$ cat config.mk
export PLATFORM = sky130hd
export DESIGN_NAME = bus_xcvr_ctrl
export DESIGN_NICKNAME = d
export VERILOG_FILES = /design/src/rtl/bus_xcvr_pkg.sv /design/src/rtl/rr_arbiter.sv /design/src/rtl/bus_xcvr_ctrl.sv
export SDC_FILE = /design/constraint.sdc
export NUM_CORES = 1
export LEC_CHECK = 0
export BUFFER_PORTS_ARGS = -buffer_cell sky130_fd_sc_hd__buf_2
export CAP_MARGIN = 10
export CORE_UTILIZATION = 30
export CTS_BUF_LIST = sky130_fd_sc_hd__clkbuf_8
export DETAILED_ROUTE_END_ITERATION = 10
export PLACE_DENSITY_LB_ADDON = 0.1
export SKIP_CTS_REPAIR_TIMING = 1
export SLEW_MARGIN = 20
export SYNTH_ARGS = -nofsm -noshare
export SYNTH_HDL_FRONTEND = slang
export SYNTH_SLANG_ARGS = --single-unit
export TNS_END_PERCENT = 30
$ cat constraint.sdc
create_clock -name clk -period 1.69 [get_ports clk]
set_input_delay 0.0845 -clock clk [delete_from_list [all_inputs] [get_ports clk]]
set_output_delay 0.0845 -clock clk [all_outputs]
set_load 0.005 [all_outputs]
$ cat src/rtl/bus_xcvr_pkg.sv
// Shared types and constants for the bus transceiver enable controller.
package bus_xcvr_pkg;

   typedef enum logic [1:0] {
      StIdle,
      StSetup,
      StDrive,
      StRelease
   } state_t;

   localparam logic AB = 1'b1;
   localparam logic BA = 1'b0;

endpackage

$ cat src/rtl/rr_arbiter.sv
// Combinational round-robin arbiter: the search starts one past the last winner.
module rr_arbiter #(
   parameter int unsigned N = 2
) (
   input  logic [N-1:0]         i_req,
   input  logic [$clog2(N)-1:0] i_last_winner,
   output logic [N-1:0]         o_gnt,
   output logic [$clog2(N)-1:0] o_idx
);

   localparam int unsigned IW = $clog2(N);

   always_comb begin
      int unsigned j;
      o_gnt = '0;
      o_idx = '0;
      j     = 0;
      // Scan farthest-first so the nearest requester after the pointer overwrites last.
      for (int unsigned k = N; k >= 1; k--) begin
         j = (32'(i_last_winner) + k) % N;
         if (i_req[j]) begin
            o_gnt = N'(1) << j;
            o_idx = IW'(j);
         end
      end
   end

endmodule

$ cat src/rtl/bus_xcvr_ctrl.sv
// Sequences DIR/nOE for N ttl_74245 transceivers sharing one bus segment.
// Define BUS_XCVR_CTRL_CONTENTION_CHECK_EN to build the sticky contention monitor on err.
module bus_xcvr_ctrl
   import bus_xcvr_pkg::*;
#(
   parameter int unsigned N           = 2,
   parameter int unsigned DEAD_CYCLES = 2
) (
   input  logic         clk,
   input  logic         reset,
   input  logic [N-1:0] req,
   input  logic [N-1:0] dir_req,
   output logic [N-1:0] nOE,
   output logic [N-1:0] DIR,
   output logic [N-1:0] gnt,
   output logic         busy,
   output logic         err
);

   localparam int unsigned   IW      = $clog2(N);
   localparam int unsigned   CW      = $clog2(DEAD_CYCLES + 1);
   localparam logic [CW-1:0] CntLoad = CW'(DEAD_CYCLES - 1);

   state_t        r_state, w_state_next;
   logic [CW-1:0] r_cnt;
   logic [IW-1:0] r_last, r_w, w_arb_idx;
   logic [N-1:0]  r_noe, r_dir, w_arb_gnt;
   logic          w_cnt_zero, w_arb_valid;

   rr_arbiter #(
      .N(N)
   ) u_arb (
      .i_req        (req),
      .i_last_winner(r_last),
      .o_gnt        (w_arb_gnt),
      .o_idx        (w_arb_idx)
   );

   assign w_arb_valid = |w_arb_gnt;
   assign w_cnt_zero  = (r_cnt == '0);

   always_ff @(posedge clk) begin
      if (reset) r_state <= StIdle;
      else       r_state <= w_state_next;
   end

   always_comb begin
      w_state_next = r_state;
      case (r_state)
         StIdle:    if (w_arb_valid) w_state_next = StSetup;
         // Nothing was enabled yet, so an abandoned setup needs no dead time.
         StSetup:   if (!req[r_w]) w_state_next = StIdle;
                    else if (w_cnt_zero) w_state_next = StDrive;
         StDrive:   if (!req[r_w] || (dir_req[r_w] != r_dir[r_w])) w_state_next = StRelease;
         StRelease: if (w_cnt_zero) w_state_next = StIdle;
         default:   w_state_next = StIdle;
      endcase
   end

   always_ff @(posedge clk) begin
      if (reset) begin
         r_cnt  <= '0;
         r_last <= IW'(N - 1);
         r_w    <= '0;
         r_noe  <= '1;
         r_dir  <= {N{BA}};
      end else if (r_state == StIdle && w_state_next == StSetup) begin
         r_w               <= w_arb_idx;
         r_last            <= w_arb_idx;
         r_dir[w_arb_idx]  <= (dir_req[w_arb_idx] == AB) ? AB : BA;
         r_cnt             <= CntLoad;
      end else if (r_state == StSetup && w_state_next == StDrive) begin
         r_noe[r_w] <= 1'b0;
      end else if (r_state == StDrive && w_state_next == StRelease) begin
         r_noe <= '1;
         r_cnt <= CntLoad;
      end else if ((r_state == StSetup || r_state == StRelease) && !w_cnt_zero) begin
         r_cnt <= r_cnt - CW'(1);
      end
   end

   always_comb begin
      nOE  = r_noe;
      DIR  = r_dir;
      gnt  = ~r_noe;
      busy = (r_state != StIdle);
   end

`ifdef BUS_XCVR_CTRL_CONTENTION_CHECK_EN
   logic [N-1:0] w_mon_noe, w_mon_low, r_mon_noe, r_mon_dir;
   logic         r_err, w_multi, w_dir_hot;

   assign w_mon_noe = r_noe;
   assign w_mon_low = ~w_mon_noe;
   assign w_multi   = (w_mon_low & (w_mon_low - N'(1))) != '0;
   // A DIR edge is illegal if nOE was low before it or is low after it.
   assign w_dir_hot = ((r_dir ^ r_mon_dir) & (w_mon_low | ~r_mon_noe)) != '0;

   always_ff @(posedge clk) begin
      if (reset) begin
         r_err     <= 1'b0;
         r_mon_noe <= '1;
         r_mon_dir <= '0;
      end else begin
         r_mon_noe <= w_mon_noe;
         r_mon_dir <= r_dir;
         if (w_multi || w_dir_hot) r_err <= 1'b1;
      end
   end

   assign err = r_err;
`else
   assign err = 1'b0;
`endif

endmodule
==> results of run 1 <==
==> synth_stat cells <==
cell	instances	area, um2
sky130_fd_sc_hd__mux2i_1	2	20.02
sky130_fd_sc_hd__nand3_1	2	10.01
sky130_fd_sc_hd__or3b_1	1	8.760
sky130_fd_sc_hd__inv_1	5	18.77
sky130_fd_sc_hd__a221oi_2	1	15.01
sky130_fd_sc_hd__nand2b_1	5	31.28
sky130_fd_sc_hd__clkbuf_1	1	3.750
sky130_fd_sc_hd__nor2_2	1	6.260
sky130_fd_sc_hd__a21oi_1	3	15.01
sky130_fd_sc_hd__a211oi_1	1	7.510
sky130_fd_sc_hd__o21ba_2	1	10.01
sky130_fd_sc_hd__ha_1	1	12.51
sky130_fd_sc_hd__nor3b_1	1	7.510
sky130_fd_sc_hd__nor3_1	1	5.000
sky130_fd_sc_hd__nor2b_2	1	8.760
sky130_fd_sc_hd__or3_1	1	6.260
sky130_fd_sc_hd__o21ai_1	1	5.000
sky130_fd_sc_hd__conb_1	1	3.750
sky130_fd_sc_hd__nand3b_1	1	7.510
sky130_fd_sc_hd__nand2_1	8	30.03
sky130_fd_sc_hd__o31a_1	1	8.760
sky130_fd_sc_hd__and2_4	1	8.760
sky130_fd_sc_hd__xnor2_1	2	17.52
sky130_fd_sc_hd__nor2_1	5	18.77
sky130_fd_sc_hd__a211o_1	1	8.760
sky130_fd_sc_hd__buf_4	1	7.510
sky130_fd_sc_hd__o21ai_0	4	20.02
sky130_fd_sc_hd__a22oi_1	1	7.510
sky130_fd_sc_hd__dfxtp_1	10	200.2
sky130_fd_sc_hd__o41ai_2	1	16.27
==> layout by cell type (no fill, tap or decap), types with 2 or more instances in the layout <==
cell type / synthesis / routed
sky130_fd_sc_hd__nand3_1: 2 / 2
sky130_fd_sc_hd__clkbuf_8: 0 / 3
sky130_fd_sc_hd__nand2b_1: 5 / 5
sky130_fd_sc_hd__o21ai_0: 4 / 4
sky130_fd_sc_hd__dfxtp_1: 10 / 10
sky130_fd_sc_hd__xnor2_1: 2 / 2
sky130_fd_sc_hd__buf_2: 0 / 12
sky130_fd_sc_hd__nand2_1: 8 / 8
sky130_fd_sc_hd__a21oi_1: 3 / 3
sky130_fd_sc_hd__nor2_1: 5 / 5
sky130_fd_sc_hd__inv_1: 5 / 5
sky130_fd_sc_hd__mux2i_1: 2 / 2
==> state kept, by name, summed over array words and instances, names as in the netlist <==
register	flops
r_cnt	2
r_w	1
DIR	2
nOE	2
r_state	2
r_last	1
==> stage by stage <==
stage | instances | hold slack (ns)
floorplan | 66 | 0.2284
global placement | 101 | 0.3521
detailed placement | 101 | 0.3598
CTS | 104 | 0.1174
global route | 104 | 0.1372
finish | 104 | 0.1174
==> per-layer routing <==
| layer | routed length (um) | part of all wire [%] |
|---|---|---|
| met1 | 490 | 50 |
| met4 | 12 | 1.2 |
| met3 | 35 | 3.5 |
| met2 | 450 | 46 |
| met5 | 0 | 0 |
==> power groups by stage <==
stage	Combinational, uW	Clock (uW)	Sequential, uW
3_5_place_dp	136	0	284
6_report	134	239	279
2_1_floorplan	100	0	281
3_3_place_gp	137	0	285
5_1_grt	153	263	284
4_1_cts	137	251	280
==> cell type report <==
class	instances	area share (%)
sequential	10	29.96
tap	25	4.682
clock buffer	3	6.180
timing repair buffer	12	8.989
multi-input combinational	49	47.38
inverter	5	2.809
==> worst max-delay path by stage <==
| stage | startpoint | to | slack, ns | cells past startpoint |
|---|---|---|---|---|
| 2_1_floorplan | r_cnt[0] | nOE[0] | 0.48 | 5 |
| 3_5_place_dp | r_cnt[0] | nOE[0] | 0.40 | 5 |
| 5_1_grt | r_cnt[0] | nOE[0] | 0.30 | 5 |
| 6_report | r_cnt[0] | nOE[0] | 0.41 | 5 |
| 3_3_place_gp | r_cnt[0] | nOE[0] | 0.43 | 5 |
| 4_1_cts | r_cnt[0] | nOE[0] | 0.40 | 5 |
==> critical path, stage by stage, from the launching register on <==
cell	delay [ns]
sky130_fd_sc_hd__dfxtp_1	0.30
sky130_fd_sc_hd__inv_1	0.07
sky130_fd_sc_hd__ha_1	0.19
sky130_fd_sc_hd__nand3b_1	0.11
sky130_fd_sc_hd__o21ai_0	0.14
sky130_fd_sc_hd__or3b_1	0.34
==> logic make-up (layout without fill, tap and decap cells) <==
kind of cell,Yosys count,in the layout,synth area share [%]
AOI/OAI and AO/OA,15,15,20.82
buffers and inverters,7,20,5.492
xor gates and xnor gates,2,2,3.204
muxes,2,2,3.661
DFF,10,10,36.61
other,1,1,0.6858
and+or+nand+nor,28,28,27.23
adders and majority gates,1,1,2.288
==> results.sh, run 1 <==
export IMPL_result_of_the_run="finished clean"
export IMPL_cts_tree="built"
export IMPL_avgSynthCellArea_um2=8.284
export IMPL_inserted_clock_buffers=3
export IMPL_max_cap_viol=0
export IMPL_clock_tree_root_cell="sky130_fd_sc_hd__clkbuf_8"
export IMPL_worst_clock_skew_ns=0.0002086
export IMPL_cts_htree_levels=1
export IMPL_synth_cell_types=30
export IMPL_timing_worst_setup_path_type="reg2reg"
export IMPL_number_of_optimization_iterations_in_the_first_detailed_route_pass=4
export IMPL_grt_max_degree=12
export IMPL_ff2ff_setup_slack_ns=0.41
export IMPL_max_freq_mhz=782.7
export IMPL_type_of_element_capturing_the_critical_path="flip-flop"
export IMPL_die_area_um2=1997
export IMPL_timing_final_max_slew_violations=0
export IMPL_grtUsageMet1_pct=14.32
export IMPL_clkPwrFrac_pct=36.7
export IMPL_post_synth_inst_count=66
export IMPL_setup_worst_path_start_class="flip-flop"
export IMPL_grt_setup_unrepaired="false"
export IMPL_io_buffer_count=12
export IMPL_globalRoute_totalOverflow=0
export IMPL_vdd_ir_drop_max_mv=0.4357
export IMPL_fin_crit_ns=1.278
export IMPL_final_layout_size_suffix_gt1_share_pct=26.58
export IMPL_dpl_instance_area_um2=626.9
export IMPL_fp_coreArea_um2=1708
export IMPL_internal_power_uw=477.9
export IMPL_drc=0
export IMPL_drt_vias_per_instance=4.644
export IMPL_clk_pin_slew_ns=0.05
export IMPL_postLayoutCellArea_um2=668.1
export IMPL_die_w_um=44.69
export IMPL_cp_arrival_ns=1.39
export IMPL_detail_route_wirelength_um=988
export IMPL_synth_cell_area_um2=546.8
export IMPL_nets_finish=88
export IMPL_wire_per_inst_um=9.500
export IMPL_sequentialPowerShare_pct=42.8
export IMPL_antenna_found_initial=0
export IMPL_worst_r2r_path_depth=5
export IMPL_post_place_ws_ns=0.4045
export IMPL_whs_endpoint="DIR[0]"
export IMPL_timing_final_crit_share_pct=75.60
export IMPL_synth_warning_count=0
export IMPL_io_pin_count=14
export IMPL_worst_r2r_endpoint="nOE[0]"
export IMPL_detailedRoute_firstIterationViolations=8
export IMPL_r2r_start="r_cnt[0]"
export IMPL_power_switching_share_pct=26.82
export IMPL_total_leakage_power_uw=0.0003070
export IMPL_num_antenna_cells=0
export IMPL_synthToLayoutAreaGrowth_pct=22.20
export IMPL_switching_power_uw=175.2
export IMPL_hold_path_startpoint="dir_req[0]"
export IMPL_first_pass_grt_wire_length_um=1690
export IMPL_dp_hpwl_um=774.3
export IMPL_multi_input_comb_area_um2=316.6
export IMPL_final_antenna_net_count=0
export IMPL_routabilityCongestion=0.7823
export IMPL_combPwrFrac_pct=20.6
export IMPL_layout_area_seq_um2=200.2
export IMPL_initial_core_util_pct=32.01
export IMPL_syn_nets=73
export IMPL_power_density_nw_per_um2=977.4
export IMPL_clock_sink_count=10
export IMPL_final_critical_path_setup_slack_ns=0.4124
export IMPL_hold_path_depth=3
export IMPL_synth_seq_cells=10
export IMPL_busiest_layer="met2"
export IMPL_global_route_usage_total_pct=11.88
export IMPL_hold_viol=0
export IMPL_cp_data_required_time_ns=1.80
export IMPL_floorplan_rows=15
export IMPL_layout_utilization_pct=39.12
export IMPL_holdCritPathClass="in2reg"
export IMPL_critical_path_peak_fanout=4
export IMPL_n_fill_cell=176
export IMPL_total_power_uw=653.0
export IMPL_dieHeight_um=44.69
export IMPL_register_area_share_after_synthesis_pct=36.61
export IMPL_clkLatencyLatePin_ns=0.23
export IMPL_finalSetupViolations=0
export IMPL_grt_util_met2_pct=18.53
export IMPL_detailroute_via_count=483
export IMPL_final_layout_setup_total_negative_slack_ns=0
export IMPL_clock_tree_buffer_depth=2
export IMPL_first_global_vias=408
export IMPL_grt_util_met3_pct=3.600
No activity file was read; power rests on OpenSTA's default activity.
==> run 2: changes to the inputs <==
clock period = 1.19 ns   (was 1.69 ns; I/O delays follow)
==> results.sh, run 2 (same netlist as run 1, synthesis figures left out) <==
export IMPL_antenna_found_initial=0
export IMPL_hold_viol=0
export IMPL_worst_clock_skew_ns=0.002126
export IMPL_dp_hpwl_um=827.2
export IMPL_grt_util_met2_pct=20.29
export IMPL_final_layout_size_suffix_gt1_share_pct=34.94
export IMPL_detailroute_via_count=481
export IMPL_detailedRoute_firstIterationViolations=5
export IMPL_first_pass_grt_wire_length_um=1821
export IMPL_drt_vias_per_instance=4.454
export IMPL_number_of_optimization_iterations_in_the_first_detailed_route_pass=2
export IMPL_most_frequent_cells_in_the_layout="sky130_fd_sc_hd__buf_2, sky130_fd_sc_hd__dfxtp_1, sky130_fd_sc_hd__nand2_1"
export IMPL_worst_r2r_path_depth=5
export IMPL_fp_coreArea_um2=1708
export IMPL_worst_r2r_endpoint="nOE[0]"
export IMPL_total_leakage_power_uw=0.0003268
export IMPL_dpl_instance_area_um2=663.1
export IMPL_clk_pin_slew_ns=0.05
export IMPL_type_of_element_capturing_the_critical_path="flip-flop"
export IMPL_holdCritPathClass="in2reg"
export IMPL_detail_route_wirelength_um=1129
export IMPL_layoutNonFillerInstCount=108
export IMPL_max_freq_mhz=836.1
export IMPL_sequentialPowerShare_pct=40.9
export IMPL_grtUsageMet1_pct=16.01
export IMPL_vdd_ir_drop_max_mv=0.6141
export IMPL_die_area_um2=1997
export IMPL_io_buffer_count=12
export IMPL_power_switching_share_pct=27.29
export IMPL_holdWs_ns=0.09041
export IMPL_clock_tree_buffer_depth=2
export IMPL_inserted_clock_buffers=3
export IMPL_timing_worst_setup_path_type="reg2reg"
export IMPL_initial_core_util_pct=32.01
export IMPL_fin_crit_ns=1.196
export IMPL_busiest_layer="met2"
export IMPL_cts_htree_levels=1
export IMPL_timing_final_max_slew_violations=0
export IMPL_floorplan_rows=15
export IMPL_dieHeight_um=44.69
export IMPL_clkLatencyLatePin_ns=0.23
export IMPL_clkPwrFrac_pct=34.9
export IMPL_critical_path_peak_fanout=3
export IMPL_globalRoute_totalOverflow=0
export IMPL_timing_final_crit_share_pct=100.5
export IMPL_grt_setup_unrepaired="true"
export IMPL_synthToLayoutAreaGrowth_pct=30.21
export IMPL_io_pin_count=14
export IMPL_finalSetupViolations=1
export IMPL_violations="setup timing"
export IMPL_r2r_start="r_cnt[0]"
export IMPL_clock_tree_root_cell="sky130_fd_sc_hd__clkbuf_8"
export IMPL_nets_finish=92
export IMPL_cp_arrival_ns=1.31
export IMPL_worst_setup_path_endpoint="nOE[0]"
export IMPL_num_antenna_cells=0
export IMPL_switching_power_uw=265.4
export IMPL_result_of_the_run="finished, violations left"
export IMPL_final_layout_setup_total_negative_slack_ns=-0.006101
export IMPL_global_route_usage_total_pct=13.21
export IMPL_placedCellCount=104
export IMPL_cts_tree="built"
export IMPL_setup_worst_path_start_class="flip-flop"
export IMPL_combPwrFrac_pct=24.1
export IMPL_first_global_vias=412
export IMPL_total_power_uw=972.4
export IMPL_die_w_um=44.69
export IMPL_drc=0
export IMPL_clock_sink_count=10
export IMPL_mostFrequentLayoutCell="sky130_fd_sc_hd__buf_2"
export IMPL_routabilityCongestion=0.6967
export IMPL_power_density_nw_per_um2=1366
export IMPL_cp_data_required_time_ns=1.30
export IMPL_setup_worst_path_start="r_cnt[0]"
export IMPL_hold_path_depth=3
export IMPL_grt_util_met3_pct=7.200
export IMPL_final_critical_path_setup_slack_ns=-0.006101
export IMPL_grt_max_degree=12
export IMPL_internal_power_uw=707.1
export IMPL_postLayoutCellArea_um2=711.9
export IMPL_wire_per_inst_um=10.45
export IMPL_final_antenna_net_count=0
export IMPL_ff2ff_setup_slack_ns=-0.006
export IMPL_max_cap_viol=0
==> run 2: cell count changes in the layout (fill, tap and decap cells not counted), moves of 2 or more <==
| cell | delta |
|---|---|
| sky130_fd_sc_hd__buf_4 | +4 |
| sky130_fd_sc_hd__inv_1 | -2 |
| sky130_fd_sc_hd__inv_2 | +2 |
| sky130_fd_sc_hd__o21ai_0 | -2 |
| sky130_fd_sc_hd__o21ai_1 | +2 |
==> run 2: through the flow <==
stage               setup WS, ns  utilization (%)
global route            -0.09949            41.69
floorplan                0.02514                -
CTS                     -0.02703            41.25
detailed placement      -0.01958            38.83
global placement        -0.04265            38.83
finish                 -0.006101            41.69
==> run 2: worst min path at each step <==
| stage | endpoint | from |
|---|---|---|
| floorplan | DIR[0] | dir_req[0] |
| global placement | DIR[1] | dir_req[1] |
| detailed placement | DIR[1] | dir_req[1] |
| CTS | DIR[1] | dir_req[1] |
| global route | DIR[1] | dir_req[1] |
| finish | DIR[0] | dir_req[0] |
==> run 2: worst max-delay path: stages (launching register included) <==
cell and delay (ns):
sky130_fd_sc_hd__dfxtp_2 0.31, sky130_fd_sc_hd__inv_2 0.07, sky130_fd_sc_hd__ha_4 0.14, sky130_fd_sc_hd__nand3b_1 0.09, sky130_fd_sc_hd__o21ai_1 0.13, sky130_fd_sc_hd__or3b_1 0.34
==> run 2: area by class of cell <==
type | instances | area (um2)
clock buffer | 3 | 41.29
fill | 188 | 996.0
inverter | 5 | 18.77
multi-input combinational | 49 | 329.1
sequential | 10 | 201.4
tap | 25 | 31.28
timing repair buffer | 16 | 90.09
==> run 2: power groups by stage <==
| stage | registers [uW] | clock network, uW | logic [uW] |
|---|---|---|---|
| 6_report | 398 | 339 | 235 |
| 5_1_grt | 402 | 372 | 265 |
| 4_1_cts | 398 | 353 | 229 |
| 3_5_place_dp | 404 | 0 | 228 |
| 3_3_place_gp | 404 | 0 | 229 |
| 2_1_floorplan | 401 | 0 | 152 |
==> run 2: metal layers <==
| metal | wire (um) | vias to the layer above |
|---|---|---|
| met3 | 65 | 2 |
| met4 | 13 | 0 |
| met5 | 0 | - |
| met1 | 542 | 206 |
| li1 | - | 260 |
| met2 | 507 | 13 |
